<file path="config.mk">
export PLATFORM = sky130hd
export DESIGN_NAME = cpu_ctrl_fsm
export DESIGN_NICKNAME = d
export VERILOG_FILES = /design/src/rtl/cpu_ctrl_pkg.sv /design/src/rtl/cpu_ctrl_fsm_dec.sv /design/src/rtl/cpu_ctrl_fsm.sv
export SDC_FILE = /design/constraint.sdc
export NUM_CORES = 1
export LEC_CHECK = 0
export CAP_MARGIN = 20
export CORE_ASPECT_RATIO = 1.25
export CORE_MARGIN = 1.5
export CORE_UTILIZATION = 45
export CTS_CLUSTER_DIAMETER = 40
export CTS_CLUSTER_SIZE = 20
export DETAILED_ROUTE_END_ITERATION = 8
export PLACE_DENSITY_LB_ADDON = 0.15
export SYNTH_ARGS = -nofsm -noshare
export SYNTH_HDL_FRONTEND = slang
export SYNTH_SLANG_ARGS = --single-unit
export TNS_END_PERCENT = 30
</file>
<file path="constraint.sdc">
create_clock -name clk -period 2.4 [get_ports clk]
set_input_delay 0.48 -clock clk [delete_from_list [all_inputs] [get_ports clk]]
set_output_delay 0.48 -clock clk [all_outputs]
set_load 0.01 [all_outputs]
</file>
<file path="src/rtl/cpu_ctrl_pkg.sv">
// Shared constants and types for the multi-cycle CPU controller.
// Optional feature macro: ALU_CMP_EN (enables the CMP instruction class).
package cpu_ctrl_pkg;

  localparam int unsigned INSTR_W = 16;
  localparam int unsigned NSEL_W  = 3;
  localparam int unsigned STATE_W = 3;
  localparam int unsigned CLS_W   = 3;
  localparam int unsigned OPC_W   = 3;
  localparam int unsigned OP_W    = 2;
  localparam int unsigned ALUOP_W = 2;
  localparam int unsigned SHIFT_W = 2;

  // State encoding
  localparam logic [STATE_W-1:0] ST_WAIT   = 3'd0;
  localparam logic [STATE_W-1:0] ST_DECODE = 3'd1;
  localparam logic [STATE_W-1:0] ST_WR_IMM = 3'd2;
  localparam logic [STATE_W-1:0] ST_GET_A  = 3'd3;
  localparam logic [STATE_W-1:0] ST_GET_B  = 3'd4;
  localparam logic [STATE_W-1:0] ST_EXEC   = 3'd5;
  localparam logic [STATE_W-1:0] ST_WR_REG = 3'd6;

  typedef enum logic [STATE_W-1:0] {
    S_WAIT   = ST_WAIT,
    S_DECODE = ST_DECODE,
    S_WR_IMM = ST_WR_IMM,
    S_GET_A  = ST_GET_A,
    S_GET_B  = ST_GET_B,
    S_EXEC   = ST_EXEC,
    S_WR_REG = ST_WR_REG
  } state_t;

  // Opcode classes and op sub-codes
  localparam logic [OPC_W-1:0] OPC_MOV = 3'b110;
  localparam logic [OPC_W-1:0] OPC_ALU = 3'b101;

  localparam logic [OP_W-1:0] OP_MOV_REG = 2'b00;
  localparam logic [OP_W-1:0] OP_MOV_IMM = 2'b10;
  localparam logic [OP_W-1:0] OP_ADD     = 2'b00;
  localparam logic [OP_W-1:0] OP_CMP     = 2'b01;
  localparam logic [OP_W-1:0] OP_AND     = 2'b10;
  localparam logic [OP_W-1:0] OP_MVN     = 2'b11;

  // One-hot register-file selects
  localparam logic [NSEL_W-1:0] NSEL_NONE = 3'b000;
  localparam logic [NSEL_W-1:0] NSEL_RN   = 3'b001;
  localparam logic [NSEL_W-1:0] NSEL_RD   = 3'b010;
  localparam logic [NSEL_W-1:0] NSEL_RM   = 3'b100;

  // ALU operations
  localparam logic [ALUOP_W-1:0] ALU_ADD  = 2'b00;
  localparam logic [ALUOP_W-1:0] ALU_SUB  = 2'b01;
  localparam logic [ALUOP_W-1:0] ALU_AND  = 2'b10;
  localparam logic [ALUOP_W-1:0] ALU_NOTB = 2'b11;

  // Instruction classes produced by the decoder
  typedef enum logic [CLS_W-1:0] {
    C_MOV_IMM = 3'd0,
    C_MOV_REG = 3'd1,
    C_ALU_AB  = 3'd2,
    C_ALU_B   = 3'd3,
    C_CMP     = 3'd4,
    C_ILLEGAL = 3'd7
  } iclass_t;

  // Datapath control bundle driven each cycle
  typedef struct packed {
    logic                w;
    logic [NSEL_W-1:0]   nsel;
    logic                loada;
    logic                loadb;
    logic                loadc;
    logic                loads;
    logic                asel;
    logic                bsel;
    logic                vsel;
    logic                write;
    logic [ALUOP_W-1:0]  aluop;
    logic [SHIFT_W-1:0]  shift;
  } ctrl_t;

endpackage

</file>
<file path="src/rtl/cpu_ctrl_fsm_dec.sv">
// Combinational instruction decoder: IR -> class, ALU op, shift, flag update.
// Optional feature macro: ALU_CMP_EN (101_01 decodes as CMP instead of illegal).
module cpu_instr_dec
  import cpu_ctrl_pkg::*;
(
  input  logic [INSTR_W-1:0] ir,
  output logic [CLS_W-1:0]   cls_c,
  output logic [ALUOP_W-1:0] aluop_c,
  output logic [SHIFT_W-1:0] shift_c,
  output logic               loads_c
);

  logic [OPC_W-1:0] opcode;
  logic [OP_W-1:0]  op;

  assign opcode  = ir[15:13];
  assign op      = ir[12:11];
  assign shift_c = ir[4:3];

  // Register numbers are routed by the datapath, not by this controller
  logic unused_fields;
  assign unused_fields = ^{ir[10:5], ir[2:0]};

  // Map {opcode,op} to an instruction class and its ALU behaviour
  always_comb begin
    cls_c   = C_ILLEGAL;
    aluop_c = ALU_ADD;
    loads_c = 1'b0;
    case ({opcode, op})
      {OPC_MOV, OP_MOV_IMM}: begin
        cls_c = C_MOV_IMM;
      end
      {OPC_MOV, OP_MOV_REG}: begin
        cls_c   = C_MOV_REG;
        aluop_c = ALU_ADD;
      end
      {OPC_ALU, OP_ADD}: begin
        cls_c   = C_ALU_AB;
        aluop_c = ALU_ADD;
        loads_c = 1'b1;
      end
      {OPC_ALU, OP_AND}: begin
        cls_c   = C_ALU_AB;
        aluop_c = ALU_AND;
        loads_c = 1'b1;
      end
      {OPC_ALU, OP_MVN}: begin
        cls_c   = C_ALU_B;
        aluop_c = ALU_NOTB;
        loads_c = 1'b1;
      end
`ifdef ALU_CMP_EN
      {OPC_ALU, OP_CMP}: begin
        cls_c   = C_CMP;
        aluop_c = ALU_SUB;
        loads_c = 1'b1;
      end
`endif
      default: begin
        cls_c = C_ILLEGAL;
      end
    endcase
  end

endmodule

</file>
<file path="src/rtl/cpu_ctrl_fsm.sv">
// Multi-cycle Moore controller sequencing the regfile/shifter/ALU datapath.
// One instruction per accepted start; outputs are registered copies of the
// Moore decode of the state being entered.
// Optional feature macro: ALU_CMP_EN (adds the CMP flow, no writeback).
module cpu_ctrl_fsm
  import cpu_ctrl_pkg::*;
(
  input  logic                clk,
  input  logic                reset,
  input  logic                s,
  input  logic [INSTR_W-1:0]  instr,
  output logic                w,
  output logic                err,
  output logic [NSEL_W-1:0]   nsel,
  output logic                loada,
  output logic                loadb,
  output logic                loadc,
  output logic                loads,
  output logic                asel,
  output logic                bsel,
  output logic                vsel,
  output logic                write,
  output logic [ALUOP_W-1:0]  ALUop,
  output logic [SHIFT_W-1:0]  shift
);

  state_t               state, state_nxt;
  logic [INSTR_W-1:0]   ir, ir_nxt;
  logic                 err_q, err_nxt;
  ctrl_t                ctrl_q, ctrl_nxt;

  logic [CLS_W-1:0]     cls_c;
  logic [ALUOP_W-1:0]   aluop_c;
  logic [SHIFT_W-1:0]   shift_c;
  logic                 loads_c;
  iclass_t              cls;

  cpu_instr_dec u_dec (
    .ir      (ir),
    .cls_c   (cls_c),
    .aluop_c (aluop_c),
    .shift_c (shift_c),
    .loads_c (loads_c)
  );

  assign cls = iclass_t'(cls_c);

  // Next state, IR/err update, and Moore decode of the state being entered
  always_comb begin
    state_nxt = state;
    ir_nxt    = ir;
    err_nxt   = err_q;
    ctrl_nxt  = '0;

    case (state)
      S_WAIT: begin
        if (s) begin
          state_nxt = S_DECODE;
          ir_nxt    = instr;
          err_nxt   = 1'b0;
        end
      end
      S_DECODE: begin
        case (cls)
          C_MOV_IMM:          state_nxt = S_WR_IMM;
          C_MOV_REG, C_ALU_B: state_nxt = S_GET_B;
          C_ALU_AB, C_CMP:    state_nxt = S_GET_A;
          default: begin
            state_nxt = S_WAIT;
            err_nxt   = 1'b1;
          end
        endcase
      end
      S_WR_IMM: state_nxt = S_WAIT;
      S_GET_A:  state_nxt = S_GET_B;
      S_GET_B:  state_nxt = S_EXEC;
      S_EXEC:   state_nxt = (cls == C_CMP) ? S_WAIT : S_WR_REG;
      S_WR_REG: state_nxt = S_WAIT;
      default:  state_nxt = S_WAIT;
    endcase

    // IR only changes on the edge into DECODE, whose outputs ignore IR
    case (state_nxt)
      S_WAIT: begin
        ctrl_nxt.w = 1'b1;
      end
      S_WR_IMM: begin
        ctrl_nxt.nsel  = NSEL_RN;
        ctrl_nxt.vsel  = 1'b1;
        ctrl_nxt.write = 1'b1;
      end
      S_GET_A: begin
        ctrl_nxt.nsel  = NSEL_RN;
        ctrl_nxt.loada = 1'b1;
      end
      S_GET_B: begin
        ctrl_nxt.nsel  = NSEL_RM;
        ctrl_nxt.loadb = 1'b1;
      end
      S_EXEC: begin
        ctrl_nxt.loadc = 1'b1;
        ctrl_nxt.aluop = aluop_c;
        ctrl_nxt.shift = shift_c;
        ctrl_nxt.asel  = (cls == C_MOV_REG);
        ctrl_nxt.loads = loads_c;
      end
      S_WR_REG: begin
        ctrl_nxt.nsel  = NSEL_RD;
        ctrl_nxt.vsel  = 1'b0;
        ctrl_nxt.write = 1'b1;
      end
      default: begin
        ctrl_nxt = '0;
      end
    endcase
  end

  // State, IR, sticky error and output registers; reset abandons any writeback
  always_ff @(posedge clk) begin
    if (reset) begin
      state   <= S_WAIT;
      ir      <= '0;
      err_q   <= 1'b0;
      ctrl_q  <= '0;
      ctrl_q.w <= 1'b1;
    end else begin
      state   <= state_nxt;
      ir      <= ir_nxt;
      err_q   <= err_nxt;
      ctrl_q  <= ctrl_nxt;
    end
  end

  assign w     = ctrl_q.w;
  assign err   = err_q;
  assign nsel  = ctrl_q.nsel;
  assign loada = ctrl_q.loada;
  assign loadb = ctrl_q.loadb;
  assign loadc = ctrl_q.loadc;
  assign loads = ctrl_q.loads;
  assign asel  = ctrl_q.asel;
  assign bsel  = ctrl_q.bsel;
  assign vsel  = ctrl_q.vsel;
  assign write = ctrl_q.write;
  assign ALUop = ctrl_q.aluop;
  assign shift = ctrl_q.shift;

endmodule

</file>
==> run metrics, run 1 <==
IO Pins=36; drt drc=1; first-pass GRT wire length=2550 um; Clock Latency Late Sink=roughly 320 ps; sw power=about 170 uW; Most used DFF post-synth=dfxtp_1; total power=approximately 750 uW; Setup crit end kind=primary output; critical path launch point=err; CP max stage cell=clkdlybuf4s50_1; synthesis warning total=0; CP Launch Type=flip-flop; Root Buffer=clkbuf_4; PostCTS Resize Cnt=0; Tcrit/Tclk final=72.4%; run status=complete, but fails checks; Mapped Cells=93; Achievable Freq=roughly 580 MHz; H-tree levels=1; total negative slack=0 ps; flops & latches, synth=26; Mean Syn Cell Area=roughly 10 sq um; Worst EP required=1920 ps; sequential-to-total area share from yosys stat=54.1%; number of synthesized flops with an enable pin=0; HPWL Detailed=~1100 um; core box area=2000 sq um; violated checks=design-rule violations; worst setup path endpoint=err; die height=~55 um; Iter 0 DRT Violations=8; initial antenna violation count=0; hold-critical path depth=1; Buffers on Ports=25; max-cap violation count=0; CP peak stage delay=between 500 and 600 ps; drt wl/cell=~11 um; # rows=18; Min Clock Period, post-route=between 1500 and 2000 ps; worst reg2reg path endpoint=nsel[2]; CP max FO=3; routed vias=~720; clk buf depth=2; Hold Path Class=reg -> reg; CP Class=reg -> out; Pint=between 500 and 600 uW; worst-margin pin slew=roughly 520 ps; combinational share of power=between 10% and 20%; Worst path top cell family by delay=buffers and inverters; Worst Reg2Reg Path Length in Cells=4; RSZ-0062 raised after global routing=false; Max rail drop VDD=between 0.3 and 0.4 mV; final WL=about 1500 um; Net Sw Frac=a little under a quarter; die area=between 2000 and 2500 sq um; vias in the first global route=605; Final Hold Viols=0; DRT Pass-1 Iters=6; CTS sink count=26; cell area power density=slightly below 600 nW/um^2; clk_skew=2.58 ps; Pleak=between 0.0004 and 0.0005 uW; Clk pin slew, worst setup/hold paths=around 130 ps; cells along the critical path=clkdlybuf4s50_1; clock power share=28.7%; CTS tree=built; final net count=138; Final Max Tran Viols=0; P&R area growth vs syn=30.7%; Post-synth ARST share=0%; reg-to-reg startpoint=ir[11]; r2r setup slk=about 860 ps; largest net degree at the start of global routing=20; initial core utilization=between 40% and 50%; Final Setup Violations=0; Cell variety after synth=34; remaining global-route overflow=0; CTS Buf Count=3; CP arrival=roughly 1300 ps; max_slew headroom=about two thirds; layout cells sized above 1=9.32%; post-CTS setup buffer count=0; DRT antenna net count=0; Post-Route Utilization=around 63%; Die Width=44.4 um; ant diodes=0; Net Count, Synth=112; GP Congestion=approximately 0.8; WP buf/inv=1; total global-route track usage=around 15%; Flop pwr share=61.0%; Via density=about 5.2; CP Depth=1; synthesized cell area=just under 1000 sq um; hold buffer count at cts=0
worst min path at each step:
stage                     start        to  slack (ps)
after global routing      ir[4]  shift[1]         500
after floorplan           ir[3]  shift[0]         430
after detailed placement  ir[3]  shift[0]         450
after CTS                 ir[3]  shift[0]         480
after global placement    ir[4]  shift[1]         440
final                     ir[4]  shift[1]         470
cell usage in the layout, fill, tap and decap left out, types with 2 or more instances in the layout:
| cell | n |
|---|---|
| nor2_1 | 12 |
| a21oi_1 | 2 |
| and2_1 | 3 |
| nor4b_1 | 3 |
| clkdlybuf4s50_1 | 25 |
| a21o_1 | 2 |
| nor4_1 | 2 |
| mux2i_1 | 7 |
| nand2_1 | 3 |
| nor3_1 | 6 |
| dfxtp_1 | 26 |
| clkbuf_4 | 3 |
| inv_1 | 2 |
| nand2b_1 | 2 |
power by group through the flow:
stage          logic [uW]  registers [uW]  clock network (uW)
6_report             77.6             457                 215
5_1_grt              86.5             460                 234
4_1_cts              78.6             457                 220
3_5_place_dp         78.3             467                   0
3_3_place_gp         76.9             466                   0
2_1_floorplan        53.1             463                   0
per-layer routing:
layer	track usage, %	vias to the layer above	routed length, um
met2	24.8	19	745
met5	0	-	0
li1	-	374	-
met3	1.98	5	54
met4	9.09	0	42
met1	17.1	325	691
kinds of logic (layout without fill, tap and decap cells):
logic type / count (synthesis) / count (layout) / synth area share, %
AO/OA/AOI/OAI: 11 / 11 / 7.93
AND/OR/NAND/NOR: 41 / 41 / 27.0
flip-flops: 26 / 26 / 54.1
other: 1 / 1 / 0.390
buffers and inverters: 7 / 32 / 3.25
multiplexers: 7 / 7 / 7.28
state kept, by name, summed over array words and instances (netlist names):
register / cells
write: 1
loadb: 1
vsel: 1
w: 1
loadc: 1
err: 1
state: 3
loada: 1
loads: 1
asel: 1
nsel: 3
shift: 2
ALUop: 2
ir: 7
stage by stage:
stage	setup slack (ps)	area [sq um]	hold WS, ps	std cells
finish	662	1260	471	138
floorplan	945	962	429	93
CTS	679	1260	478	138
detailed placement	327	1220	446	134
global placement	367	1220	440	134
global route	605	1260	498	138
cells in the mapped netlist (2+ instances only):
master / number / area (sq um)
dfxtp_1: 26 / 521
nor2_1: 12 / 45.0
mux2i_1: 7 / 70.1
nor3_1: 6 / 30.0
and2_1: 3 / 18.8
nand2_1: 3 / 11.3
nor4b_1: 3 / 26.3
a21o_1: 2 / 15.0
a21oi_1: 2 / 10.0
clkbuf_1: 2 / 7.51
inv_1: 2 / 7.51
nand2b_1: 2 / 12.5
nor4_1: 2 / 12.5
area by class of cell:
cell class / instances / area (sq um)
fill: 178 / 747
sequential: 26 / 520
multi-input combinational: 60 / 410
timing repair buffer: 26 / 258
clock buffer: 4 / 36.3
tap: 20 / 25.0
inverter: 2 / 7.51
(Power assumes the default switching activity.)
==> run 2, diff against run 1 <==
- CORE_UTILIZATION: 45 -> 42
- clock period: 2.4 -> 1.6 ns (I/O delays scaled with it)
==> run metrics, run 2 (synthesis results as in run 1) <==
run status=completed; CP Class=reg -> reg; Reg area=522 sq um (+0.24%); cells along the critical path=nand2b_4, o31a_1, or3_4, a31o_1; Pint=828 uW (+43%); DRT antenna net count=0 (unchanged); drt wl/cell=11.5 um (+3.4%); IO Pins=36 (unchanged); routed vias=757 (+4.7%); clk buf depth=2 (unchanged); H-tree levels=1 (unchanged); Net Sw Frac=23.5% (+1.0 points); CP arrival=1760 ps (+500 ps); Clock Latency Late Sink=310 ps (about the same); Via density=4.92 (-6.2%); DRT Pass-1 Iters=4 (-2); CP max FO=5 (+2); Final Hold Viols=0 (unchanged); Setup crit end kind=flip-flop; Worst path top cell family by delay=simple AND/OR/NAND/NOR gates; WHS=479 ps (+8.72 ps); Max rail drop VDD=0.642 mV (+63%); CP Launch Type=flip-flop; core box area=2190 sq um (+9.1%); initial core utilization=44.0% (-4.0 points); remaining global-route overflow=0 (unchanged); CTS sink count=26 (unchanged); most frequent cells in the layout=dfxtp_1, clkdlybuf4s50_1, nor2_1; combinational share of power=12.2% (+1.8 points); max-cap violation count=0 (unchanged); Die Width=45.8 um (+3.3%); Buffers on Ports=25 (unchanged); final net count=144 (+4.3%); CTS tree=built; Iter 0 DRT Violations=25 (+17); Flop pwr share=63.3% (+2.3 points); fillers=204 (+15%); largest net degree at the start of global routing=20 (unchanged); CTS Buf Count=3 (unchanged); HPWL Detailed=1260 um (+11%); CP max stage cell=or3_4; die area=2590 sq um (+6.7%); final WL=1770 um (+15%); clk_skew=1.75 ps (-0.836 ps); P&R area growth vs syn=37.2%; layout cells sized above 1=16.3% (+6.9 points); hold buffer count at cts=0 (unchanged); Clk pin slew, worst setup/hold paths=130 ps (about the same); ant diodes=0 (unchanged); max FFs per register=7 (unchanged); WP buf/inv=0 (-1); initial antenna violation count=0 (unchanged); Multi-input gate area=424 sq um (+3.4%); Final Setup Violations=0 (unchanged); total global-route track usage=14.9% (+0.36 points); RSZ-0062 raised after global routing=true; Achievable Freq=around 650 MHz; Final Max Tran Viols=0 (unchanged); Hold Path Class=reg -> reg; sw power=255 uW (+51%); vias in the first global route=715 (+18%); first-pass GRT wire length=2860 um (+12%); DP Area=1280 sq um (+4.8%); clock power share=24.5% (-4.2 points); Worst EP required=1820 ps (-100 ps); cell area power density=820 nW/um^2 (+38%); # rows=19 (+1); Pleak=0.000509 uW (+9.6%); Biggest register=ir; Tcrit/Tclk final=96.1%; die height=56.5 um (+3.3%); Root Buffer=clkbuf_4; Final Instance Area=1320 sq um (+5.0%); drt drc=0 (-1); GP Congestion=0.758 (-2.9%); CP peak stage delay=390 ps (-160 ps); Min Clock Period, post-route=roughly 1500 ps; commonest non-fill, non-tap cell in the layout=dfxtp_1
## run 2: changes by cell type in the layout (fill, tap and decap cells not counted), sizes merged
cell / delta
dlymetal6s2s: +1
buf: +6
clkbuf: -1
clkdlybuf4s50: -1
## run 2: metrics by stage
stage	setup WS [ps]	total power (uW)	util, %	setup TNS [ps]	instances
floorplan	168	774	-	0	93
global placement	-263	823	58.5	-1880	151
detailed placement	-319	827	58.5	-2120	151
CTS	33.9	1090	59.6	0	154
global route	-33.7	1130	60.4	-61.0	154
finish	63.0	1080	60.4	0	154
## run 2: metal layers
metal  vias up  GRT usage [%]  routed length [um]
met5         -              0                   0
met4         0           8.98                  17
met3         2           1.93                  67
met2        16           25.2                 967
met1       354           16.9                 716
li1        385              -                   -
## run 2: power groups by stage
stage | clock [uW] | combinational (uW) | sequential (uW)
5_1_grt | 291 | 145 | 689
4_1_cts | 273 | 129 | 683
3_5_place_dp | 0 | 129 | 698
6_report | 265 | 132 | 685
3_3_place_gp | 0 | 125 | 698
2_1_floorplan | 0 | 79.7 | 694
## run 2: what timing repair did
| action | CTS | global route |
|---|---|---|
| hold endpoints to repair | 0 | 0 |
| buffers inserted | 0 | 0 |
| endpoints found under the setup margin | 0 | 10 |
| gates resized for setup | 0 | 5 |
## run 2: worst reg2reg max path, delay by kind of cell (launching register included)
kind / cells / cell delay (ps)
AND/OR/NAND/NOR: 2 / 560
AO/OA/AOI/OAI: 2 / 510
flip-flops: 1 / 370
## run 2: final cells by class
class / instances / share of cell area [%]
Clock buffer: 3 / 1.71
Inverter: 2 / 0.569
Multi-Input combinational cell: 60 / 32.1
Sequential cell: 26 / 39.5
Tap cell: 31 / 2.94
Timing Repair Buffer: 32 / 23.1
## run 2: worst paths after layout
path / from / slack (ps) / cells past startpoint / end
setup / recovery: ir[14] / 60 / 4 / w
hold / removal: ir[3] / 480 / 1 / shift[0]
setup reg to reg: ir[14] / 60 / 4 / w
hold reg to reg: ir[3] / 480 / 1 / shift[0]
